## config.mk

```make
export PLATFORM = sky130hd
export DESIGN_NAME = rom_rr_arbiter
export DESIGN_NICKNAME = d
export VERILOG_FILES = /design/src/rtl/rom_rr_arbiter.sv
export SDC_FILE = /design/constraint.sdc
export NUM_CORES = 1
export LEC_CHECK = 0
export CORE_MARGIN = 1
export CORE_UTILIZATION = 35
export CTS_BUF_LIST = sky130_fd_sc_hd__clkbuf_8
export DETAILED_ROUTE_END_ITERATION = 6
export HOLD_SLACK_MARGIN = 0.06
export PLACE_DENSITY_LB_ADDON = 0.05
export SLEW_MARGIN = 20
export SYNTH_ARGS = -nofsm -noshare
export SYNTH_HDL_FRONTEND = slang
export SYNTH_SLANG_ARGS = --single-unit
export TNS_END_PERCENT = 20
```

## constraint.sdc

```tcl
create_clock -name i_clk -period 2.23 [get_ports i_clk]
set_input_delay 0.669 -clock i_clk [delete_from_list [all_inputs] [get_ports i_clk]]
set_output_delay 0.669 -clock i_clk [all_outputs]
set_load 0.02 [all_outputs]
```

## src/rtl/rom_rr_arbiter.sv

```systemverilog
// rom_rr_arbiter
//   Shares one synchronous-read ROM among NUM_REQ requesters. A work-conserving
//   round-robin arbiter picks one request per clock. Each accepted read returns
//   two clocks later on o_rdata, tagged with the requester index on o_rid.
//
// Ports
//   i_clk, i_rst       clock, asynchronous active-high reset
//   i_req, i_addr      per-requester request and packed addresses
//   o_gnt              one-hot combinational grant (transfer when i_req & o_gnt)
//   o_rom_en/o_rom_addr/i_rom_dout  ROM interface (this block is the only master)
//   o_rvalid/o_rdata/o_rid          return path, single-cycle pulse, no backpressure
//   o_busy             a read is in stage 1 or stage 2
module rom_rr_arbiter #(
   parameter int NUM_REQ = 4,
   parameter int ADDR_W  = 3,
   parameter int DATA_W  = 8,
   parameter int ID_W    = 2
) (
   input  logic                      i_clk,
   input  logic                      i_rst,
   input  logic [NUM_REQ-1:0]        i_req,
   input  logic [NUM_REQ*ADDR_W-1:0] i_addr,
   output logic [NUM_REQ-1:0]        o_gnt,
   output logic                      o_rom_en,
   output logic [ADDR_W-1:0]         o_rom_addr,
   input  logic [DATA_W-1:0]         i_rom_dout,
   output logic                      o_rvalid,
   output logic [DATA_W-1:0]         o_rdata,
   output logic [ID_W-1:0]           o_rid,
   output logic                      o_busy
);

   logic [ID_W-1:0]   ptr_q, ptr_d;
   logic [ADDR_W-1:0] addr_q;
   logic              s1_vld_q;
   logic [ID_W-1:0]   s1_id_q;
   logic              rvalid_q;
   logic [DATA_W-1:0] rdata_q;
   logic [ID_W-1:0]   rid_q;

   logic              win_found;
   logic [ID_W-1:0]   win_idx;
   logic [ADDR_W-1:0] win_addr;
   logic              accept;

   // Two-pass search: first the requesters at or above ptr, then wrap to the
   // lowest index. Equivalent to a modulo scan starting at ptr.
   always_comb begin
      win_found = 1'b0;
      win_idx   = '0;
      win_addr  = '0;
      for (int unsigned j = 0; j < NUM_REQ; j++) begin
         if (!win_found && (j >= 32'(ptr_q)) && i_req[j]) begin
            win_found = 1'b1;
            win_idx   = ID_W'(j);
            win_addr  = i_addr[j*ADDR_W +: ADDR_W];
         end
      end
      for (int unsigned j = 0; j < NUM_REQ; j++) begin
         if (!win_found && i_req[j]) begin
            win_found = 1'b1;
            win_idx   = ID_W'(j);
            win_addr  = i_addr[j*ADDR_W +: ADDR_W];
         end
      end
   end

   // Grant is suppressed while reset is asserted, whatever i_req says.
   assign accept = win_found && !i_rst;

   always_comb begin
      o_gnt = '0;
      if (accept) begin
         o_gnt = NUM_REQ'(1) << win_idx;
      end
   end

   always_comb begin
      ptr_d = ptr_q;
      if (accept) begin
         ptr_d = (32'(win_idx) == NUM_REQ - 1) ? '0 : win_idx + 1'b1;
      end
   end

   // Address is held at the last issued value when idle.
   assign o_rom_addr = accept ? win_addr : addr_q;
   assign o_rom_en   = accept | s1_vld_q;
   assign o_busy     = s1_vld_q | rvalid_q;
   assign o_rvalid   = rvalid_q;
   assign o_rdata    = rdata_q;
   assign o_rid      = rid_q;

   always_ff @(posedge i_clk or posedge i_rst) begin
      if (i_rst) begin
         ptr_q    <= '0;
         addr_q   <= '0;
         s1_vld_q <= 1'b0;
         s1_id_q  <= '0;
         rvalid_q <= 1'b0;
         rdata_q  <= '0;
         rid_q    <= '0;
      end else begin
         ptr_q    <= ptr_d;
         addr_q   <= o_rom_addr;
         s1_vld_q <= accept;
         if (accept) begin
            s1_id_q <= win_idx;
         end
         rvalid_q <= s1_vld_q;
         // Capture only when stage 1 held a read, so the ROM output was enabled.
         if (s1_vld_q) begin
            rdata_q <= i_rom_dout;
            rid_q   <= s1_id_q;
         end
      end
   end

endmodule
```

## Yosys cells after proc, flatten, opt, wreduce, memory -nomap -nowiden

Index checks and enable logic that the tools add are counted.

- Flip-flop bits (word level): 19
- Input bits: 26
- Output and inout bits: 20
- Word-level logic and storage cells: 60

- Add/sub/neg operators: 1
- Order comparisons: 3
- Equal/unequal tests: 1
- Shifts and indexed selects: 1
- Multiplexer cells: 26
- Bitwise gates (word level): 2
- Reductions and logical operators: 19

Operator list:

| kind | count |
|---|---|
| $mux W3 | 9 |
| $mux W2 | 7 |
| $logic_and A1 B1 Y1 | 11 |
| $mux W1 | 9 |
| $logic_not A1 Y1 | 8 |
| $ge A1 B2 Y1 const A | 2 |
| $mux W4 | 1 |
| $shl A1 B2 Y4 const A | 1 |
| $add A2 B1 Y2 const B | 1 |
| $eq A2 B2 Y1 const B | 1 |
| $ge A2 B2 Y1 const A | 1 |
| $or A1 B1 Y1 | 2 |

## Longest topological paths before layout

Gate-level depths: netlist of run 1.

- Depth after elaboration: 28
- Gate-level depth with buffers: 8
- Mapped depth without buffers: 8

## Worst setup path after synthesis of run 1

OpenSTA, ideal clock, no wires.

- Path type: input port to output port
- From: in i_req[0]
- To: out o_rom_addr[0]
- Arrival time: 1.809 ns
- Data required time: 1.561 ns
- Path slack: -0.248 ns
- Cell stages on the path: 5
- Buffers on the path: 0
- Cells stage by stage: nor2b_1 o21bai_1 o221ai_1 o211a_1 o32ai_1

- Word-level cells in the longest chain between the ends: 27
- Elaborated cells between the ends (all ways): 35
- Those cells by class: mux: 17; reduce/logical: 18

Ends and longest elaborated chain:

| item | RTL line | text |
|---|---|---|
| start: declaration | 21 | `input logic [NUM_REQ-1:0] i_req,` |
| $logic_and A1 B1 Y1 | 53 | `if (!win_found && (j >= 32'(ptr_q)) && i_req[j]) begin` |
| $mux W1 | 53 |  |
| $logic_not A1 Y1 | 53 |  |
| $logic_and A1 B1 Y1 (2 in a row) | 53 |  |
| $mux W1 | 53 |  |
| $logic_not A1 Y1 | 53 |  |
| $logic_and A1 B1 Y1 (2 in a row) | 53 |  |
| $mux W1 | 53 |  |
| [9 not listed] | -- |  |
| $logic_not A1 Y1 | 60 | `if (!win_found && i_req[j]) begin` |
| $logic_and A1 B1 Y1 | 60 |  |
| $mux W1 | 60 |  |
| $logic_not A1 Y1 | 60 |  |
| $logic_and A1 B1 Y1 | 60 |  |
| $mux W1 | 60 |  |
| $logic_and A1 B1 Y1 | 69 | `assign accept = win_found && !i_rst;` |
| $mux W3 (*) | 86 | `assign o_rom_addr = accept ? win_addr : addr_q;` |
| end: declaration | 25 | `output logic [ADDR_W-1:0] o_rom_addr,` |

Mark *: on every way between the ends. The rest lies on a longest branch, timed or not.

## Worst setup path after layout of run 1

- From: in i_rst
- To: out o_rom_addr[0]

- Word-level cells in the longest chain between the ends: 3

Ends and longest elaborated chain:

| item | RTL line | text |
|---|---|---|
| start: declaration | 20 | `input logic i_rst,` |
| $logic_not A1 Y1 (no source line) | -- |  |
| $logic_and A1 B1 Y1 | 69 |  |
| $mux W3 | 86 |  |

Every way passes these cells.

==> impl_metrics.env, run 1 <==
export IMPL_setup_tns_ns=-2.59
export IMPL_ios=46
export IMPL_synth_top_area_share_pct=42.5
export IMPL_vdd_ir_drop_worst_mv=0.396
export IMPL_core_um2=3050
export IMPL_timing_critical_path_mode_cell="buf_4"
export IMPL_yosys_register_bits=19
export IMPL_cp_slowest_stage_delay_ns=0.24
export IMPL_cts_max_path_buffers=2
export IMPL_cp_cell_sequence="clkdlybuf4s15_1 > a21o_1 > buf_4 > buf_4 > a221oi_4 > o32ai_4 > buf_6"
export IMPL_clk_pin_slew_ns=0.07
export IMPL_ys_types=39
export IMPL_cp_slowest_cell="a21o_1"
export IMPL_start_kind="input port"
export IMPL_grt_util_all_layers_pct=24.1
export IMPL_fmax_mhz=379
export IMPL_pwr_density_cell_nw_per_um2=792
export IMPL_syn_area_um2=1120
export IMPL_setup_ws_ns=-0.411
export IMPL_final_min_clock_period_ns=2.64
export IMPL_ys_seq_area_share_pct=42.5
export IMPL_synth_edf_count=0
export IMPL_clock_latency_ns=0.26
export IMPL_slew_headroom_pct=66.9
export IMPL_crit_arrival_ns=1.97
export IMPL_cts_sinks=19
export IMPL_die_height_um=58.5
export IMPL_pre_cts_slack_ns=-1.31
export IMPL_final_setup_viol_count=8
export IMPL_antenna_found_initial=0
export IMPL_hold_worst_slack_ns=0.487
export IMPL_cp_max_fo=4
export IMPL_numCtsBuffers=3
export IMPL_grt_ovfl_total=0
export IMPL_layout_drive_gt1_share_pct=56.1
export IMPL_row_count=20
export IMPL_violations="setup timing"
export IMPL_synthFlopType="dfrtp_1"
export IMPL_vias=1253
export IMPL_io_buffer_count=45
export IMPL_start_util_pct=36.6
export IMPL_first_pass_iters=4
export IMPL_tritoncts="yes"
export IMPL_cp_end_kind="output port"
export IMPL_syn_nets=139
export IMPL_drcViolationCount=0
export IMPL_drt_total_wl_mm=4.02
export IMPL_cts_root_buf="clkbuf_8"
export IMPL_place_detailed_hpwl_mm=2.65
export IMPL_grt_pass1_wl_mm=6.04
export IMPL_yosys_area_top_type="dfrtp_1"
export IMPL_final_period_utilization_pct=118
export IMPL_grt_pass1_vias=1251
export IMPL_cp_required_ns=1.56
export IMPL_drv_slew=0
export IMPL_power_leakage_nw=1.01
export IMPL_fin_nets=225
export IMPL_cap_violations=0
export IMPL_gp_congestion=0.832
export IMPL_worst_setup_path_type="in2out"
export IMPL_ant_nets=0
export IMPL_nFillCells=228
export IMPL_synthArstFlopShare_pct=100
export IMPL_wl_per_cell_um=16.7
export IMPL_hold_path_class="reg2reg"
export IMPL_synthTopCellsByArea="dfrtp_1 (43%), mux2_2 (10%), nand2_1 (3.4%)"
export IMPL_rsz0062_at_grt="yes"
export IMPL_multi_input_area_um2=860
export IMPL_yosysWarnings=0
export IMPL_syn_avg_cell_area_um2=10.1
export IMPL_chipWidth_um=58.5
export IMPL_hold_violations=0
export IMPL_synth_cells=111
export IMPL_grt_max_degree=14
export IMPL_h_tree_depth=1
export IMPL_regArea_um2=478
export IMPL_area_delta_synth_final_pct=101
export IMPL_cts_hold_buf=0
export IMPL_vias_per_cell=5.22
export IMPL_dieArea_um2=3430
export IMPL_antenna_cells=0
export IMPL_drt_iter0_drc=24
export IMPL_final_setup_skew_ns=0.00443
export IMPL_worst_pin_slew_ns=0.494
export IMPL_status="complete, but fails checks"
[through the flow]
| step | utilization (%) | std cells | total power [W] | cell area (um2) |
|---|---|---|---|---|
| 6_report | 73.7 | 240 | 0.00178 | 2250 |
| 5_1_grt | 73.7 | 240 | 0.00188 | 2250 |
| 4_1_cts | 67.1 | 234 | 0.00162 | 2050 |
| 3_5_place_dp | 59.9 | 222 | 0.00126 | 1830 |
| 3_3_place_gp | 59.9 | 222 | 0.00125 | 1830 |
| 2_1_floorplan | - | 111 | 0.000897 | 1150 |
[what timing repair did]
action                     CTS  global route
setup buffers                8             6
pin swaps                   13            13
setup endpoints to repair    9             9
hold endpoints to repair     0             0
gates resized for setup     94            38
[final timing paths]
path	startpoint	endpoint	slack (ns)	cells after the start
hold reg to reg	s1_id_q[0]	s1_id_q[0]	0.49	2
setup reg to reg	ptr_q[0]	ptr_q[0]	0.57	8
setup / recovery	i_rst	o_rom_addr[0]	-0.41	7
min in group asynchronous	i_rst	addr_q[2]	0.59	3
hold / removal	s1_id_q[0]	s1_id_q[0]	0.49	2
max in group asynchronous	i_rst	ptr_q[0]	1.18	4
[final cells by class]
type / instances / area share, %
flip-flops and latches: 19 / 21.2
clock inverters: 1 / 0.167
multi-input cells: 82 / 38.2
well taps: 44 / 2.45
inverters: 7 / 1.33
repair buffers: 84 / 34.8
clock buffers: 3 / 1.83
[flip-flops by register name, summed over array words and instances (netlist names)]
name	count
o_rvalid	1
addr_q	3
s1_id_q	2
s1_vld_q	1
o_rdata	8
ptr_q	2
o_rid	2
[worst max-delay path: cells and delay by family]
| family | cells | cell delay (ns) |
|---|---|---|
| compound gates | 3 | 0.63 |
| buf+inv | 4 | 0.66 |
[cells by family after synthesis]
logic type	Yosys count	synth area share (%)
AOI/OAI and AO/OA	31	21.7
and+or+nand+nor	39	19.9
DFF	19	42.5
muxes	10	10.1
adders and majority gates	2	2.24
buffers and inverters	10	3.58
[placed cells by master (no fill, tap or decap), drive strengths merged, types with 4 or more instances in the layout]
| master | netlist | routed |
|---|---|---|
| buf | 3 | 50 |
| clkdlybuf4s50 | 0 | 22 |
| dfrtp | 19 | 19 |
| nand2 | 11 | 11 |
| mux2 | 10 | 10 |
| nor2 | 10 | 10 |
| inv | 7 | 7 |
| dlygate4sd2 | 0 | 6 |
| a21oi | 5 | 5 |
| dlymetal6s2s | 0 | 4 |
| o32ai | 4 | 4 |
| clkbuf | 0 | 4 |
| nand2b | 4 | 4 |
[cell usage after synthesis (2+ instances only)]
cell,n
o32ai_1,4
nor2b_1,2
inv_1,5
and3_1,2
inv_2,2
a21o_1,2
nor2_1,8
nand3_1,2
ha_1,2
o21bai_1,3
a21oi_1,5
buf_2,2
a31oi_1,2
mux2_2,10
dfrtp_1,19
nand2b_1,3
nor2_2,2
a221oi_1,3
o221ai_1,2
nand2_1,10
and2_1,2
o211a_1,2
[routing by layer]
layer	part of all wire, %	GRT usage (%)
met1	40	29.3
met2	53	41.2
met3	5.0	5.71
met4	2.6	9.52
met5	0	0
[power breakdown]
| group | internal (W) | switching, W |
|---|---|---|
| combinational | 0.000547 | 0.000491 |
| clock | 0.000123 | 0.000114 |
| sequential | 0.000425 | 0.0000841 |
| total | 0.00109 | 0.000689 |
No activity file was read; power rests on OpenSTA's default activity.
==> run 2, diff against run 1 <==
Settings changed: CTS_CLUSTER_SIZE from default to 16.
==> results of run 2 <==
The final DEF is identical to that of run 1; final timing and power are the same.
==> run 3, diff against run 2 <==
Settings changed: SKIP_CTS_REPAIR_TIMING from default to 1.
==> run 3 against run 2 <==
Compared with the run above: final area is 7.6% lower; the flow still finishes with violations (setup timing); critical path type unchanged; highest routed layer unchanged; total power decreased by 8.1%; largest power group unchanged; global-route usage down 2.8 points; first-iteration DRC count rose by 17%; critical path depth grew 2; via count shrank 5.1%; cell count is 2.9% lower; combinational power down 13%.
==> impl_metrics.env, run 3 (synthesis gave the netlist of run 1 again) <==
export IMPL_fmax_mhz=382
export IMPL_post_dp_cell_area_um2=1830
export IMPL_antenna_found_initial=0
export IMPL_ant_nets=0
export IMPL_hold_path_class="reg2reg"
export IMPL_dieArea_um2=3430
export IMPL_timing_critical_path_mode_cell="buf_6"
export IMPL_final_cells=233
export IMPL_cts_max_path_buffers=2
export IMPL_drt_total_wl_mm=3.61
export IMPL_h_tree_depth=1
export IMPL_grt_max_degree=14
export IMPL_largest_register_ffs=8
export IMPL_seqPwrFrac_pct=30.4
export IMPL_cts_root_buf="clkbuf_8"
export IMPL_clk_pin_slew_ns=0.07
export IMPL_crit_end="o_gnt[0]"
export IMPL_cp_required_ns=1.56
export IMPL_cp_end_kind="output port"
export IMPL_rsz0062_at_grt="yes"
export IMPL_startpoint="i_req[0]"
export IMPL_violations="setup timing"
export IMPL_drv_slew=0
export IMPL_crit_family="buffers and inverters"
export IMPL_drt_iter0_drc=28
export IMPL_drcViolationCount=0
export IMPL_power_leakage_nw=0.979
export IMPL_finish_utilization_pct=68.2
export IMPL_reg2reg_slack_ns=0.60
export IMPL_final_setup_viol_count=7
export IMPL_first_pass_iters=4
export IMPL_row_count=20
export IMPL_numCtsBuffers=3
export IMPL_cts_sinks=19
export IMPL_setup_ws_ns=-0.385
export IMPL_worst_path_stages=9
export IMPL_grt_pass1_wl_mm=5.39
export IMPL_core_um2=3050
export IMPL_pwr_density_cell_nw_per_um2=787
export IMPL_io_buffer_count=45
export IMPL_final_period_utilization_pct=117
export IMPL_vias_per_cell=5.10
export IMPL_place_inst=222
export IMPL_reg2reg_from="ptr_q[0]"
export IMPL_status="complete, but fails checks"
export IMPL_vdd_ir_drop_worst_mv=0.381
export IMPL_worst_pin_slew_ns=0.383
export IMPL_wl_per_cell_um=15.5
export IMPL_ios=46
export IMPL_fin_nets=218
export IMPL_grt_pass1_vias=1157
export IMPL_p_int_w=0.00102
export IMPL_final_setup_skew_ns=0.00432
export IMPL_antenna_cells=0
export IMPL_grt_ovfl_total=0
export IMPL_combPwrFrac_pct=55.2
export IMPL_area_delta_synth_final_pct=86.0
export IMPL_final_cell_area_um2=2080
export IMPL_hold_worst_slack_ns=0.483
export IMPL_start_kind="input port"
export IMPL_p_switching_w=0.000618
export IMPL_cp_cell_sequence="buf_12 > buf_6 > or2b_4 > nand2_4 > a211oi_4 > inv_1 > ha_2 > and2_4 > buf_6"
export IMPL_cp_slowest_stage_delay_ns=0.30
export IMPL_start_util_pct=36.6
export IMPL_layout_commonest_cell="buf_4"
export IMPL_chipWidth_um=58.5
export IMPL_regToRegEndpoint="ptr_q[1]"
export IMPL_final_cell_mix="buf_4 (33), clkdlybuf4s50_1 (26), dfrtp_1 (17), nand2_1 (10), mux2_2 (10)"
export IMPL_die_height_um=58.5
export IMPL_power_share_clock_pct=14.4
export IMPL_clock_latency_ns=0.26
export IMPL_hold_violations=0
export IMPL_vias=1189
export IMPL_slew_headroom_pct=74.3
export IMPL_gp_congestion=0.832
export IMPL_reg2regPathDepth=7
export IMPL_swShare_pct=37.8
export IMPL_cap_violations=0
export IMPL_cp_buffers_inverters=4
export IMPL_layout_drive_gt1_share_pct=50.3
export IMPL_worst_setup_path_type="in2out"
export IMPL_place_detailed_hpwl_mm=2.65
export IMPL_cp_max_fo=7
export IMPL_cp_slowest_cell="a211oi_4"
export IMPL_tritoncts="yes"
export IMPL_nFillCells=263
export IMPL_crit_arrival_ns=1.95
export IMPL_final_min_clock_period_ns=2.61
export IMPL_grt_util_all_layers_pct=21.3
run 3: cell count changes in the layout (fill, tap and decap cells not counted), sizes merged, moves of 3 or more:
cell and delta:
dlymetal6s2s +3, buf -8, clkdlybuf4s50 +4, dlygate4sd2 -6
run 3: final cells by class:
class	count	area, um2	share of cell area (%)
multi-input combinational	82	767	36.9
timing repair buffer	77	709	34.1
sequential	19	478	23.0
tap	44	55.1	2.65
clock buffer	3	41.3	1.98
inverter	7	26.3	1.26
clock inverter	1	3.75	0.180
run 3: worst reg2reg max path, cell delays in order, from the launching register on:
cell and delay [ns]:
dfrtp_2 0.46, nand2b_4 0.18, buf_4 0.12, nand2_4 0.04, a211oi_4 0.30, ha_2 0.33
nand2_1 0.06, nand2_1 0.04
run 3: layer usage:
metal / GRT usage [%] / up-vias / routed length (um)
met5: 0 / - / 0
met1: 27.5 / 586 / 1530
li1: - / 567 / -
met3: 5.49 / 4 / 163
met2: 34.6 / 32 / 1880
met4: 7.14 / 0 / 37
run 3: worst min path at each step:
stage,start,end,depth (start not counted)
global route,s1_id_q[0],s1_id_q[0],2
CTS,s1_id_q[0],s1_id_q[0],2
global placement,s1_id_q[0],s1_id_q[0],2
detailed placement,s1_id_q[0],s1_id_q[0],2
finish,s1_id_q[0],s1_id_q[0],2
floorplan,s1_vld_q,o_rvalid,0
run 3: power by group through the flow:
stage / clock, W / sequential [W] / combinational (W)
floorplan: 0 / 0.000510 / 0.000387
global placement: 0 / 0.000488 / 0.000763
detailed placement: 0 / 0.000490 / 0.000769
CTS: 0.000244 / 0.000483 / 0.000772
global route: 0.000254 / 0.000507 / 0.000969
finish: 0.000236 / 0.000498 / 0.000904
run 3: through the flow:
step,worst slack (ns),setup TNS [ns],power [W]
6_report,-0.385,-2.36,0.00164
5_1_grt,-0.458,-2.92,0.00173
4_1_cts,-1.31,-9.77,0.00150
3_5_place_dp,-1.31,-10.75,0.00126
3_3_place_gp,-1.26,-10.25,0.00125
2_1_floorplan,-0.0581,-0.327,0.000897
